===== config.mk =====
export PLATFORM = sky130hd
export DESIGN_NAME = disp_scan
export DESIGN_NICKNAME = d
export VERILOG_FILES = /design/src/rtl/disp_scan.sv
export SDC_FILE = /design/constraint.sdc
export NUM_CORES = 1
export LEC_CHECK = 0
export CAP_MARGIN = 20
export CORE_UTILIZATION = 55
export CTS_CLUSTER_DIAMETER = 30
export DETAILED_ROUTE_END_ITERATION = 10
export GPL_TIMING_DRIVEN = 0
export PLACE_DENSITY = 0.89
export SLEW_MARGIN = 40
export SYNTH_ARGS = -nofsm -noshare
export SYNTH_HDL_FRONTEND = slang
export SYNTH_SLANG_ARGS = --single-unit

===== constraint.sdc =====
create_clock -name clk -period 2.7 [get_ports clk]
set_input_delay 0.54 -clock clk [delete_from_list [all_inputs] [get_ports clk]]
set_output_delay 0.54 -clock clk [all_outputs]
set_load 0.02 [all_outputs]

===== src/rtl/disp_scan.sv =====
`timescale 1ns/1ps
`default_nettype none
// ============================================================================
// Module   : disp_scan
// Brief    : Multiplexed 7-segment scanner for a signed BCD value; the value
//            is double-buffered so that each frame shows one coherent number.
// Revision : 1.0 - initial release
// ============================================================================
module disp_scan #(
    parameter int DIGITS   = 2,
    parameter int SCAN_DIV = 50000,
    parameter int DEAD     = 1
) (
    input  logic                  clk,
    input  logic                  rst,
    input  logic [DIGITS*4-1:0]   bcd,
    input  logic [3:0]            bcd_sgn,
    input  logic                  load,
    input  logic                  blank_lz,
    output logic [6:0]            seg,
    output logic [DIGITS:0]       an,
    output logic                  frame
);

    localparam int              PW        = (SCAN_DIV > 2) ? $clog2(SCAN_DIV) : 1;
    localparam int              IW        = (DIGITS > 0) ? $clog2(DIGITS + 1) : 1;
    localparam logic [PW-1:0]   PRESC_MAX = PW'(SCAN_DIV - 1);
    localparam logic [PW-1:0]   DEAD_END  = PW'(DEAD);
    localparam logic [IW-1:0]   IDX_MAX   = IW'(DIGITS);
    localparam logic [6:0]      SEG_BLANK = 7'h7F;
    localparam logic [3:0]      SGN_BLANK = 4'hF;

    logic [PW-1:0]          presc;
    logic [IW-1:0]          idx;
    logic [DIGITS*4-1:0]    pend_mag;
    logic [DIGITS*4-1:0]    shown_mag;
    logic [3:0]             pend_sgn;
    logic [3:0]             shown_sgn;

    logic                   presc_wrap;
    logic                   frame_wrap;
    logic                   is_dead;
    logic                   lz_blank;
    logic [3:0]             code;
    logic [6:0]             seg_next;
    logic [DIGITS:0]        an_next;

    function automatic logic [6:0] glyph(input logic [3:0] c);
        logic [6:0] g;
        case (c)
            4'h0:    g = 7'h40;
            4'h1:    g = 7'h79;
            4'h2:    g = 7'h24;
            4'h3:    g = 7'h30;
            4'h4:    g = 7'h19;
            4'h5:    g = 7'h12;
            4'h6:    g = 7'h02;
            4'h7:    g = 7'h78;
            4'h8:    g = 7'h00;
            4'h9:    g = 7'h10;
            4'hA:    g = 7'h3F;
            default: g = SEG_BLANK;
        endcase
        return g;
    endfunction

    always_comb begin
        presc_wrap = (presc == PRESC_MAX);
        frame_wrap = presc_wrap && (idx == IDX_MAX);
        is_dead    = (DEAD != 0) && (presc < DEAD_END);

        // Slot DIGITS (no magnitude match below) falls through to the sign.
        code     = shown_sgn;
        lz_blank = 1'b0;
        for (int i = 0; i < DIGITS; i++) begin
            if (idx == IW'(i)) begin
                code     = shown_mag[4*i +: 4];
                lz_blank = blank_lz && (i != 0) && ((shown_mag >> (4*i)) == '0);
            end
        end

        seg_next = (is_dead || lz_blank) ? SEG_BLANK : glyph(code);

        an_next = '1;
        if (!is_dead) begin
            for (int j = 0; j <= DIGITS; j++) begin
                an_next[j] = (idx != IW'(j));
            end
        end
    end

    always_ff @(posedge clk or posedge rst) begin
        if (rst) begin
            presc     <= '0;
            idx       <= '0;
            pend_mag  <= '0;
            pend_sgn  <= SGN_BLANK;
            shown_mag <= '0;
            shown_sgn <= SGN_BLANK;
            seg       <= SEG_BLANK;
            an        <= '1;
            frame     <= 1'b0;
        end else begin
            presc <= presc_wrap ? '0 : presc + 1'b1;
            if (presc_wrap) begin
                idx <= (idx == IDX_MAX) ? '0 : idx + 1'b1;
            end
            if (load) begin
                pend_mag <= bcd;
                pend_sgn <= bcd_sgn;
            end
            // Non-blocking read takes the pre-edge pending value even if load is high now.
            if (frame_wrap) begin
                shown_mag <= pend_mag;
                shown_sgn <= pend_sgn;
            end
            seg   <= seg_next;
            an    <= an_next;
            frame <= frame_wrap;
        end
    end

endmodule
`default_nettype wire


# Word level (Yosys, flattened, before mapping)
# Memories as Yosys holds them, arrays and structs flattened.
# Index checks and enable logic that the tools add are counted.
[op_classes] n_addsub=2 multipliers=0 div_mod_pow=0 n_lt_le_gt_ge=1 eq_ne=5 shifts=0 mux=7 n_bitwise=0 reduce_logical=6
[ops] cell="16-bit by 1-bit adder with 16-bit output (second input constant)" count=1
[ops] cell="16-bit == test (second input constant)" count=1
[ops] cell="16-bit by 1-bit less-than comparator with 1-bit output (second input constant)" count=1
[ops] cell="16-bit 2-to-1 mux" count=1
[ops] cell="8-bit zero test" count=1
[ops] cell="4-bit 2-to-1 mux" count=2
[ops] cell="7-bit 2-to-1 mux" count=1
[ops] cell="3-bit 2-to-1 mux" count=1
[ops] cell="2-bit by 1-bit adder with 2-bit output (second input constant)" count=1
[ops] cell="2-bit by 1-bit == test with 1-bit output (second input constant)" count=1
[ops] cell="2-bit == test (second input constant)" count=1
[ops] cell="1-bit logical AND" count=2
[ops] cell="2-bit zero test" count=1
[ops] cell="2-bit 2-to-1 mux" count=1
[ops] cell="2-bit by 1-bit != test with 1-bit output (second input constant)" count=1
[ops] cell="2-bit != test (second input constant)" count=1
[ops] cell="2-bit nonzero test" count=1
[ops] cell="1-bit logical OR" count=1
[ops] cell="1-bit 2-to-1 mux" count=1
[totals] register_bits=53 latch_bits=0 ramBits=0 romBits=112 input_bits=16 out_inout_bits=11 word_cells=31 mem_count=1
[memory_table] name="(name not given)" words=16 width=7 read_ports=1 rd_clocked_by_memory_dff=0 wr=0 line_no="50" text="case (c)"

# Logic depth before layout (Yosys ltp)
[depth] depth_word=5 mapped_depth=10 depth_no_buf=8

# Least setup slack after synthesis
# OpenSTA, ideal clock, no wires.
[synth_path] path_type="register to register" from="register idx[0]" to="register seg[0]" setup_time_ps=97 arrival_time_ps=1948 required_ps=2603 slack_ps=656 stages_incl_launch_ff=10 cell_sequence="dfrtp_1 -> buf_2 -> mux2i_1 -> o21ai_0 -> inv_1 -> ha_1 -> mux2_2 -> nand2_1 -> o311a_1 -> o21ai_0"
[synth_between] elab_chain_cells=5
[synth_rtl] item="start: declaration" line_no="34" text="logic [IW-1:0] idx;"
[synth_rtl] item="start signal: assignment" line_no="106" text="idx <= (idx == IDX_MAX) ? '0 : idx + 1'b1;"
[synth_rtl] item="2-bit zero test" line_no="76" text="if (idx == IW'(i)) begin"
[synth_rtl] item="4-bit 2-to-1 mux (2 in a row)" line_no="76"
[synth_rtl] item="memory read 16 x 7 bit"
[synth_rtl] item="7-bit 2-to-1 mux (*)" line_no="82" text="seg_next = (is_dead || lz_blank) ? SEG_BLANK : glyph(code);"
[synth_rtl] item="via seg_next[0]" line_no="45" text="logic [6:0] seg_next;"
[synth_rtl] item="end signal: assignment" line_no="117" text="seg <= seg_next;"
[synth_rtl] item="end: declaration" line_no="20" text="output logic [6:0] seg,"
# The timed path passes the listed nets; every way through them passes the cells marked *.
# A chain may end at the register's enable or synchronous reset.

# Worst setup path after layout
[layout_path] from="register idx[1]" to="register seg[5]"
# Same word-level chain as after synthesis.

==> results by group <==
STA
  • # setup viols final: 0
  • Fmax: 438 MHz
  • Slew HR: 65.3%
  • Minimum clock period: 2280 ps
  • Hold Fails Final Rpt: 0
  • Final worst setup slack: 419 ps
  • Setup Skew: 8.48 ps
  • RSZ-0062 raised after global routing: no
  • Final period utilization: 84.5%
  • Final Max Tran Viols: 0
  • Setup TNS: 0 ps
  • Worst Tran Pin Value: 520 ps

Synthesis
  • Async SR Flop Fraction: 100%
  • Top_reg_cell synth: dfrtp_1
  • Post-synth EDFFs: 0
  • Dominant cell type by area after synthesis: dfrtp_1
  • Syn_area_per_cell: 12.2 um^2
  • Synth Cell Area: 2650 um^2
  • Cells after Synth: 217
  • Synth cell types: 47
  • Synth warn: 0
  • Syn nets: 240
  • Sequential share of the synthesized area: 50.9%
  • Largest cells by area after synthesis: dfrtp_1 (33%), dfstp_2 (18%), mux2_2 (8.9%)
  • Post-synth top cells: dfrtp_1 (35), mux2_2 (21), dfstp_2 (18)
  • Synth Register Bits: 53
  • Count leader, synth: dfrtp_1
  • Synth top area share: 33.0%

Floorplan
  • # rows: 24
  • Die height: 71.4 um
  • Die area: 5100 um^2
  • IO Count: 27
  • Initial Util: 58.9%
  • Die width: 71.4 um
  • CORE AREA: 4500 um^2

Critical path
  • Type of origin of the critical path: flip-flop
  • Kind of critical path: reg -> reg
  • Crit-path max FO: 10
  • CP required: 2930 ps
  • CP arrival: 2510 ps
  • Critical path cell sequence: buf_2 -> buf_1 -> nand2_1 -> o21ai_0 -> inv_1 -> ha_1 -> nand2b_1 -> and3_1 -> o31ai_1 -> a32oi_1
  • CP Capture Type: flip-flop
  • Slowest stage cell, crit path: buf_1
  • CP max stage delay: 370 ps

Global route
  • Vias in the first global route: 1703
  • Global-route wire length before repair: 7.94 mm
  • Grt total ovfl: 0
  • Antenna violations before repair: 0
  • Global Route Usage Sum: 20.0%
  • Largest net degree at the start of global routing: 44

Placement
  • Routability cong.: 0.874
  • Input/output buffers: 26
  • HPWL after detailed placement: 3.22 mm
  • Dpl ws: 285 ps
  • Placed cell area: 3000 um^2
  • Dpl cells: 296

Final layout
  • Final Non-Filler Cells: 304
  • Final net count: 274
  • Layout cell share with drive strength beyond 1: 30.2%
  • Post-route cell area: 3100 um^2
  • Antenna fix cells: 0
  • Synthesis-to-finish area growth: 16.9%

Outcome
  • Status: finished, final reports clean

Route
  • First-pass DRT Iterations: 4
  • DR WL/cell: 14.4 um
  • DRT Wirelength: 4.38 mm
  • Drc violations: 0
  • Vias per cell: 5.61
  • Iteration-0 DRC Markers: 97
  • Via count: 1705
  • ANT nets after route: 0

Run
  • Max_cap viols: 0

CTS
  • Root buf cell: clkbuf_8
  • CTS tree: done
  • CTS max path bufs: 2
  • Clock latency on the worst-skew pair: 310 ps
  • Post-CTS resize count: 0
  • CTS Buf Count: 5
  • Htree depth: 2
  • Worst-path clk slew: 90 ps
  • Clock Sinks: 53
  • Post-CTS Setup Inserts: 0
  • Hold buffers post-CTS: 0

Pwr
  • Worst VDD drop: 0.451 mV
  • Power per standard cell area: 441 nW/um^2
  • Leakage: 1.32 nW

Min path
  • Hold Crit Class: in -> async
==> worst max-delay path, delay by kind of cell, from the launching register on <==
| family | cells | cell delay (ps) |
|---|---|---|
| flops | 1 | 330 |
| fa+ha+maj | 1 | 280 |
| compound gates | 3 | 510 |
| buf+inv | 3 | 740 |
| simple gates | 3 | 350 |
==> metal layers <==
| layer | global-route usage, % | wire [um] |
|---|---|---|
| met1 | 27.0 | 2100 |
| met2 | 32.2 | 2070 |
| met3 | 4.78 | 144 |
| met4 | 6.44 | 58 |
| met5 | 0 | 0 |
==> power by group <==
group,switching (mW),leakage [nW],internal [mW]
clock,0.244,0.0542,0.232
combinational,0.0248,0.623,0.0387
sequential,0.0102,0.643,0.817
total,0.279,1.32,1.09
==> registers in the layout, indices dropped and copies added, names as in the netlist <==
name / cells
shown_sgn: 4
pend_mag: 8
shown_mag: 8
frame: 1
idx: 2
an: 3
presc: 16
pend_sgn: 4
seg: 7
==> layout make-up <==
cell class                 count  area, um^2
fill                         316        1400
sequential                    53        1350
multi-input combinational    149        1240
timing repair buffer          27         280
clock buffer                   7        96.3
tap                           52        65.1
inverter                      10        40.0
buffer                         5        28.8
clock inverter                 1        5.00
==> path summary, 6_finish.rpt <==
kind | from | to | slack (ps) | cells past startpoint
worst max-delay path | idx[1] | seg[5] | 420 | 10
worst min-delay path | rst | pend_mag[5] | 480 | 2
worst max register to register | idx[1] | seg[5] | 420 | 10
worst min register to register | presc[0] | presc[0] | 510 | 1
max in group asynchronous | rst | pend_sgn[3] | 1720 | 3
min in group clk | presc[0] | presc[0] | 510 | 1
==> cell usage in the layout (no fill, tap or decap), types with 7 or more instances in the layout <==
cell type	n
xnor2_1	8
ha_1	7
nand2b_1	8
nor2_1	12
clkbuf_8	7
mux2_2	21
clkdlybuf4s50_1	26
dfstp_2	18
inv_1	9
nand2_1	11
dfrtp_1	35
mux2_4	10
==> cell families (layout without fill, tap and decap cells) <==
family,Yosys count,count (layout),synth area share (%)
AO/OA/AOI/OAI,20,20,4.72
XOR/XNOR,13,13,4.29
adder cells (fa/ha/maj),7,7,3.30
buffers and inverters,15,50,2.50
flip-flops,53,53,50.9
multiplexers,36,36,16.6
AND/OR/NAND/NOR,73,73,17.7
==> through the flow <==
step	hold WS [ps]	total power, mW	util (%)
2_1_floorplan	468	0.871	-
3_3_place_gp	488	0.899	66.1
3_5_place_dp	496	0.907	66.6
4_1_cts	479	1.38	68.8
5_1_grt	474	1.43	68.8
6_report	480	1.37	68.8
Note: power is estimated with default switching activity, not from simulation.
